File: src/rtl/serial_adder.sv
// Bit-serial ripple adder with valid/ready handshakes on both sides.
// One full-adder bit is resolved per clock, LSB first, so a result takes WIDTH cycles.
module serial_adder #(
    parameter int WIDTH = 8
) (
    input  logic             clk,
    input  logic             rst,
    input  logic             in_valid,
    output logic             in_ready,
    input  logic [WIDTH-1:0] a,
    input  logic [WIDTH-1:0] b,
    input  logic             c_in,
    output logic             out_valid,
    input  logic             out_ready,
    output logic [WIDTH-1:0] sum,
    output logic             c_out,
    output logic             overflow,
    output logic             busy
);

    localparam int CNT_W = $clog2(WIDTH + 1);

    typedef enum logic [1:0] {
        IDLE = 2'd0,
        RUN  = 2'd1,
        DONE = 2'd2
    } state_t;

    state_t state, next_state;

    logic [WIDTH-1:0] a_sh;
    logic [WIDTH-1:0] b_sh;
    logic [WIDTH-1:0] res_sh;
    logic             carry;
    logic [CNT_W-1:0] cnt;

    logic [WIDTH-1:0] sum_q;
    logic             c_out_q;
    logic             ovf_q;

    logic             accept;
    logic             release_out;
    logic             last_bit;
    logic             bit_sum;
    logic             bit_carry;
    logic [WIDTH-1:0] res_next;

    // Handshake flags are pure decodes of the state register.
    assign in_ready  = (state == IDLE);
    assign out_valid = (state == DONE);
    assign busy      = (state == RUN) || (state == DONE);

    assign accept      = in_valid && in_ready;
    assign release_out = out_valid && out_ready;
    assign last_bit    = (cnt == CNT_W'(WIDTH - 1));

    assign bit_sum   = a_sh[0] ^ b_sh[0] ^ carry;
    assign bit_carry = ((a_sh[0] ^ b_sh[0]) & carry) | (a_sh[0] & b_sh[0]);
    assign res_next  = {bit_sum, res_sh[WIDTH-1:1]};

    assign sum      = sum_q;
    assign c_out    = c_out_q;
    assign overflow = ovf_q;

    always_comb begin
        // NOTE: every signal written here gets a default first, so no path
        // through the case can leave it unassigned and infer a latch.
        next_state = state;
        unique case (state)
            IDLE: if (accept) next_state = RUN;
            RUN:  if (last_bit) next_state = DONE;
            DONE: if (release_out) next_state = IDLE;
            default: next_state = IDLE;
        endcase
    end

    always_ff @(posedge clk) begin
        // NOTE: state uses non-blocking assignments so every register samples
        // the pre-edge values, independent of statement order.
        if (rst) begin
            state <= IDLE;
        end else begin
            state <= next_state;
        end
    end

    // Datapath registers: operand/result shifters, carry and bit counter.
    always_ff @(posedge clk) begin
        // NOTE: the datapath is reset explicitly because a reset must leave
        // the result register and counter in a known cleared state.
        if (rst) begin
            a_sh   <= '0;
            b_sh   <= '0;
            res_sh <= '0;
            carry  <= 1'b0;
            cnt    <= '0;
        end else if (accept) begin
            a_sh   <= a;
            b_sh   <= b;
            res_sh <= '0;
            carry  <= c_in;
            cnt    <= '0;
        end else if (state == RUN) begin
            a_sh   <= a_sh >> 1;
            b_sh   <= b_sh >> 1;
            res_sh <= res_next;
            carry  <= bit_carry;
            cnt    <= cnt + CNT_W'(1);
        end
    end

    // Output registers load only on the final bit and otherwise hold.
    always_ff @(posedge clk) begin
        if (rst) begin
            sum_q   <= '0;
            c_out_q <= 1'b0;
            ovf_q   <= 1'b0;
        end else if ((state == RUN) && last_bit) begin
            sum_q   <= res_next;
            c_out_q <= bit_carry;
            // carry holds the carry into the MSB on this edge
            ovf_q   <= carry ^ bit_carry;
        end
    end

endmodule
File: config.mk
export PLATFORM = sky130hd
export DESIGN_NAME = serial_adder
export DESIGN_NICKNAME = d
export VERILOG_FILES = /design/src/rtl/serial_adder.sv
export SDC_FILE = /design/constraint.sdc
export NUM_CORES = 1
export LEC_CHECK = 0
export CAP_MARGIN = 20
export CORE_ASPECT_RATIO = 2
export CORE_MARGIN = 3
export CORE_UTILIZATION = 54
export CTS_CLUSTER_SIZE = 28
export DETAILED_ROUTE_END_ITERATION = 16
export PLACE_DENSITY = 0.82
export SLEW_MARGIN = 10
export SYNTH_ARGS = -nofsm -noshare
export SYNTH_HDL_FRONTEND = slang
export SYNTH_SLANG_ARGS = --single-unit
File: constraint.sdc
create_clock -name clk -period 3.2 [get_ports clk]
set_clock_uncertainty 0.15 [all_clocks]
set_input_delay 0.96 -clock clk [delete_from_list [all_inputs] [get_ports clk]]
set_output_delay 0.96 -clock clk [all_outputs]
set_load 0.05 [all_outputs]
; Word-level counts from Yosys, hierarchy flattened
; Index checks and enable logic that the tools add are counted.
[totals]
ff_bits = 41
input_bits = 21
out_inout_bits = 13
elab_cells = 40
[classes]
add_sub_neg = 1
n_eq_ne = 6
mux = 10
n_bitwise = 6
n_reduce_logical = 8
[ops]
columns = op, count
row1 = $mux 8, 4
row2 = $mux 2, 3
row3 = $pmux 2 s3, 1
row4 = $add 4x1->4 const B, 1
row5 = $eq 4x3->1 const B, 1
row6 = $ne 2x1->1 const B, 2
row7 = $logic_and 1x1->1, 3
row8 = $reduce_and 3->1, 1
row9 = $xor 1x1->1, 3
row10 = $and 1x1->1, 2
row11 = $eq 2x1->1 const B, 1
row12 = $eq 2x2->1 const B, 1
row13 = $logic_not 2->1, 1
row14 = $mux 1, 2
row15 = $ne 2x2->1 const B, 1
row16 = $reduce_bool 2->1, 1
row17 = $reduce_or 2->1, 1
row18 = $logic_or 1x1->1, 1
row19 = $or 1x1->1, 1

; Depth between registers and ports, before layout
[depth]
word_depth = 5
ltp_mapped = 6
mapped_depth_nobuf = 5

; Worst setup path before layout
; Ideal clock, no wire load.
[synth_path]
path_kind = reg-to-output
start = register state[0]
end = output port busy
t_arrival_ps = 929
required_time_ps = 2090
slack_ps = 1161
path_stages_with_launch = 3
path_cell_list = dfxtp_1 inv_1 ha_1
[synth_via]
elab_chain_cells = 2
word_cells_on_any_way = 3
cone_classes = eq/ne: 2 / reduce/logical: 1
[synth_lines]
columns = item, line_no
row1 = start: declaration, 29  ; state_t state, next_state;
row2 = start signal: assignment, 83  ; state <= next_state;
row3 = $eq 2x1->1 or $eq 2x2->1 (tied branches), 51  ; assign busy = (state == RUN) || (state == DONE);
row4 = $logic_or 1x1->1 (*), 51
row5 = end: declaration, 18  ; output logic busy
; Every way passes the cells marked *; elsewhere a longest branch is shown, timed or not.

; Final worst setup path
[layout_path]
start = register state[0]
end = output port in_ready
[layout_via]
elab_chain_cells = 1
[layout_lines]
columns = item, line_no
row1 = $logic_not 2->1, 49  ; assign in_ready = (state == IDLE);
row2 = end: declaration, 9  ; output logic in_ready,
; Every way passes these cells.

==> run_results.csv <==
group,metric,value,unit
timing,tightest_slew,0.6032,ns
timing,layout_min_cycle_time,2.932,ns
floorplan,ios,34,
final_layout,num_antenna_cells,0,
global_route,grt_pass1_vias,1371,
cts,cts_setup_buffers,0,
setup_path,r2r-end,"a_sh[6]$_SDFFE_PP0P_",
final_layout,nets,238,
setup_path,r2r_slack,1.15,ns
synthesis,synth_compound_area_frac,0.1304,
drt,wire_per_inst,14.47,µm
synthesis,muxShareOfSynthArea,0.1275,
floorplan,rows,28,
hold_path,min_from,"sum[6]$_SDFFE_PP0P_",
cts,htree_levels,2,
drt,vias,1365,
cts,cts_tree,"done",
global_route,antenna_found_initial,0,
floorplan,start_util,0.5731,
drt,remaining_drc_errors,0,
synthesis,yosysWarnings,0,
floorplan,dieArea,0.003953,mm²
timing,finalSetupViolCount,0,
timing,whs,0.3059,ns
synthesis,synth_fa_ha_area_frac,0.04058,
final_layout,fillers,242,
placement,dpl.hpwl,2509,µm
final_layout,fin_util,0.7126,
synthesis,synth_cells,180,
synthesis,ys_ff_latch,40,
placement,place_congestion,0.7830,
global_route,grt_max_degree,32,
final_layout,syn_to_final_growth,24.35,%
drt,drtPass1Iterations,4,
cts,clk_path_buf_depth,2,
cts,path_clk_slew,0.07,ns
pwr,ir_worst_vdd,0.4631,mV
final_layout,final_common_cell,"dfxtp_1",
synthesis,yosys.area.top_type_share,0.4638,
cts,post_cts_resized,0,
pwr,finalPower,1.377,mW
setup_path,worstSetupEndpointType,"output port",
placement,port_buffers,33,
setup_path,crit_path_max_fanout,7,
final_layout,drive_above_1_share,0.07512,
hold_path,worstHoldEndpoint,"sum[6]$_SDFFE_PP0P_",
timing,timing.slew.headroom,0.5978,
timing,fmax,341.1,MHz
synthesis,synth.largest_area_cell,"dfxtp_1",
setup_path,cp_data_arrival_time,1.82,ns
synthesis,synth_xor_area_frac,0.02029,
cts,ctsHoldBuffers,0,
floorplan,core,0.003013,mm²
global_route,grt_pass1_wl,6030,µm
synthesis,syn_nets,206,
timing,slew_violations,0,
pwr,p_leak,0.7876,nW
floorplan,die_x,45.99,µm
cts,numCtsBuffers,5,
synthesis,netlist_area,0.001727,mm²
setup_path,r2r_start,"state[1]$_SDFFE_PP0P_",
timing,period_share,0.9162,
global_route,overflow,0,
setup_path,critPathKind,"reg -> out",
synthesis,yosysSeqAreaShare,0.4638,
timing,finalHoldViolCount,0,
synthesis,yosys-top-cells-area,"dfxtp_1 46%, mux2i_1 13%, a211oi_1 7.0%",
synthesis,yosys.area_share.simple,0.1594,
drt,vias_per_cell,5.617,
hold_path,min_path_type,"reg -> reg",
pwr,powerDensity,641.3,mW/mm²
outcome,status,"finished, final reports clean",
drt,drt-total-wl,3515,µm
setup_path,reg2regPathDepth,5,
global_route,track_usage,0.2048,
drt,drtAntennaViolNets,0,
synthesis,synth_top_family_by_area,"simple AND/OR/NAND/NOR gates",
cts,cts.sinks,40,
cts,cts-root-buf,"clkbuf_8",
cts,clk_latency,0.29,ns
setup_path,critPathLaunchType,"flop",
synthesis,avgSynthCellArea,9.593,µm²
final_layout,final_cell_mix,"40 x dfxtp_1, 33 x clkdlybuf4s50_1, 27 x nor2_1",
drt,detail_route.iter0.violations,15,
run,cap_viol_max_count,0,
setup_path,required,2.09,ns
timing,fin_setup_tns,0,ns
hold_path,holdPathStages,2,
timing,rsz0062_at_grt,"false",
floorplan,die_h,85.97,µm
synthesis,ys_types,26,
## cells by family after synthesis
family	after synthesis
flip-flops	40
AO/OA/AOI/OAI	32
buffers and inverters	17
multiplexers	22
XOR/XNOR	4
AND/OR/NAND/NOR	60
adder cells (fa/ha/maj)	5
## critical path, cell delays in order (launching register included)
cell	delay, ns
dfxtp_1	0.33
inv_1	0.09
ha_1	0.27
clkdlybuf4s50_1	0.84
## final cells by class
| cell class | instances | area (µm²) | share of cell area |
|---|---|---|---|
| Timing Repair Buffer | 36 | 352.8 | 0.1643 |
| Multi-Input combinational cell | 123 | 825.8 | 0.3846 |
| Inverter | 6 | 22.52 | 0.01049 |
| Clock buffer | 6 | 72.57 | 0.03380 |
| Tap cell | 30 | 37.54 | 0.01748 |
| Clock inverter | 2 | 35.03 | 0.01632 |
| Sequential cell | 40 | 800.8 | 0.3730 |
## sequential cells by signal, indices dropped and copies added (netlist names)
name,cells
a_sh,8
b_sh,8
c_out,1
carry,1
cnt,4
overflow,1
res_sh,7
state,2
sum,8
## report_power, final
| part | leakage [nW] | internal [mW] | switching [mW] |
|---|---|---|---|
| Clock | 0.0552 | 0.231 | 0.168 |
| Sequential | 0.327 | 0.552 | 0.0337 |
| Combinational | 0.406 | 0.167 | 0.225 |
| Total | 0.788 | 0.950 | 0.427 |
## stage by stage
stage               worst slack (ns)  instances  instance area (µm²)
finish                        0.2683        243                 2147
global route                  0.1765        243                 2147
CTS                           0.2504        243                 2147
detailed placement            0.5728        235                 2039
global placement              0.6131        235                 2039
floorplan                      1.161        180                 1727
## layer usage
layer,up-vias,GRT usage,wire [µm]
met5,-,0,0
met4,0,0.08808,81
met3,8,0.04622,162
met2,40,0.3706,1983
met1,633,0.2073,1287
li1,684,-,-
## cell usage after synthesis
library cell / instances
a211oi_2: 1
nand4_1: 1
nor2_1: 27
xnor2_1: 2
dfxtp_1: 40
xor2_1: 2
a211oi_1: 16
a311oi_1: 1
o211ai_1: 2
a31oi_1: 1
ha_1: 4
buf_6: 4
mux2i_1: 22
nand2b_1: 5
buf_1: 2
nand2_1: 18
and4b_4: 1
nand2_2: 1
a21oi_2: 2
nand4b_2: 1
fa_1: 1
buf_2: 5
nand3_1: 5
a21oi_1: 9
inv_1: 6
and3b_1: 1
## how the worst max path moves through the flow
stage / startpoint / endpoint / slack (ns) / depth (start not counted)
3_3_place_gp: state[0]$_SDFFE_PP0P_ / in_ready / 0.61 / 3
4_1_cts: state[0]$_SDFFE_PP0P_ / in_ready / 0.25 / 3
2_1_floorplan: state[0]$_SDFFE_PP0P_ / busy / 1.16 / 2
6_report: state[0]$_SDFFE_PP0P_ / in_ready / 0.27 / 3
5_1_grt: state[0]$_SDFFE_PP0P_ / in_ready / 0.18 / 3
3_5_place_dp: state[0]$_SDFFE_PP0P_ / in_ready / 0.57 / 3
Note: power is estimated with default switching activity, not from simulation.
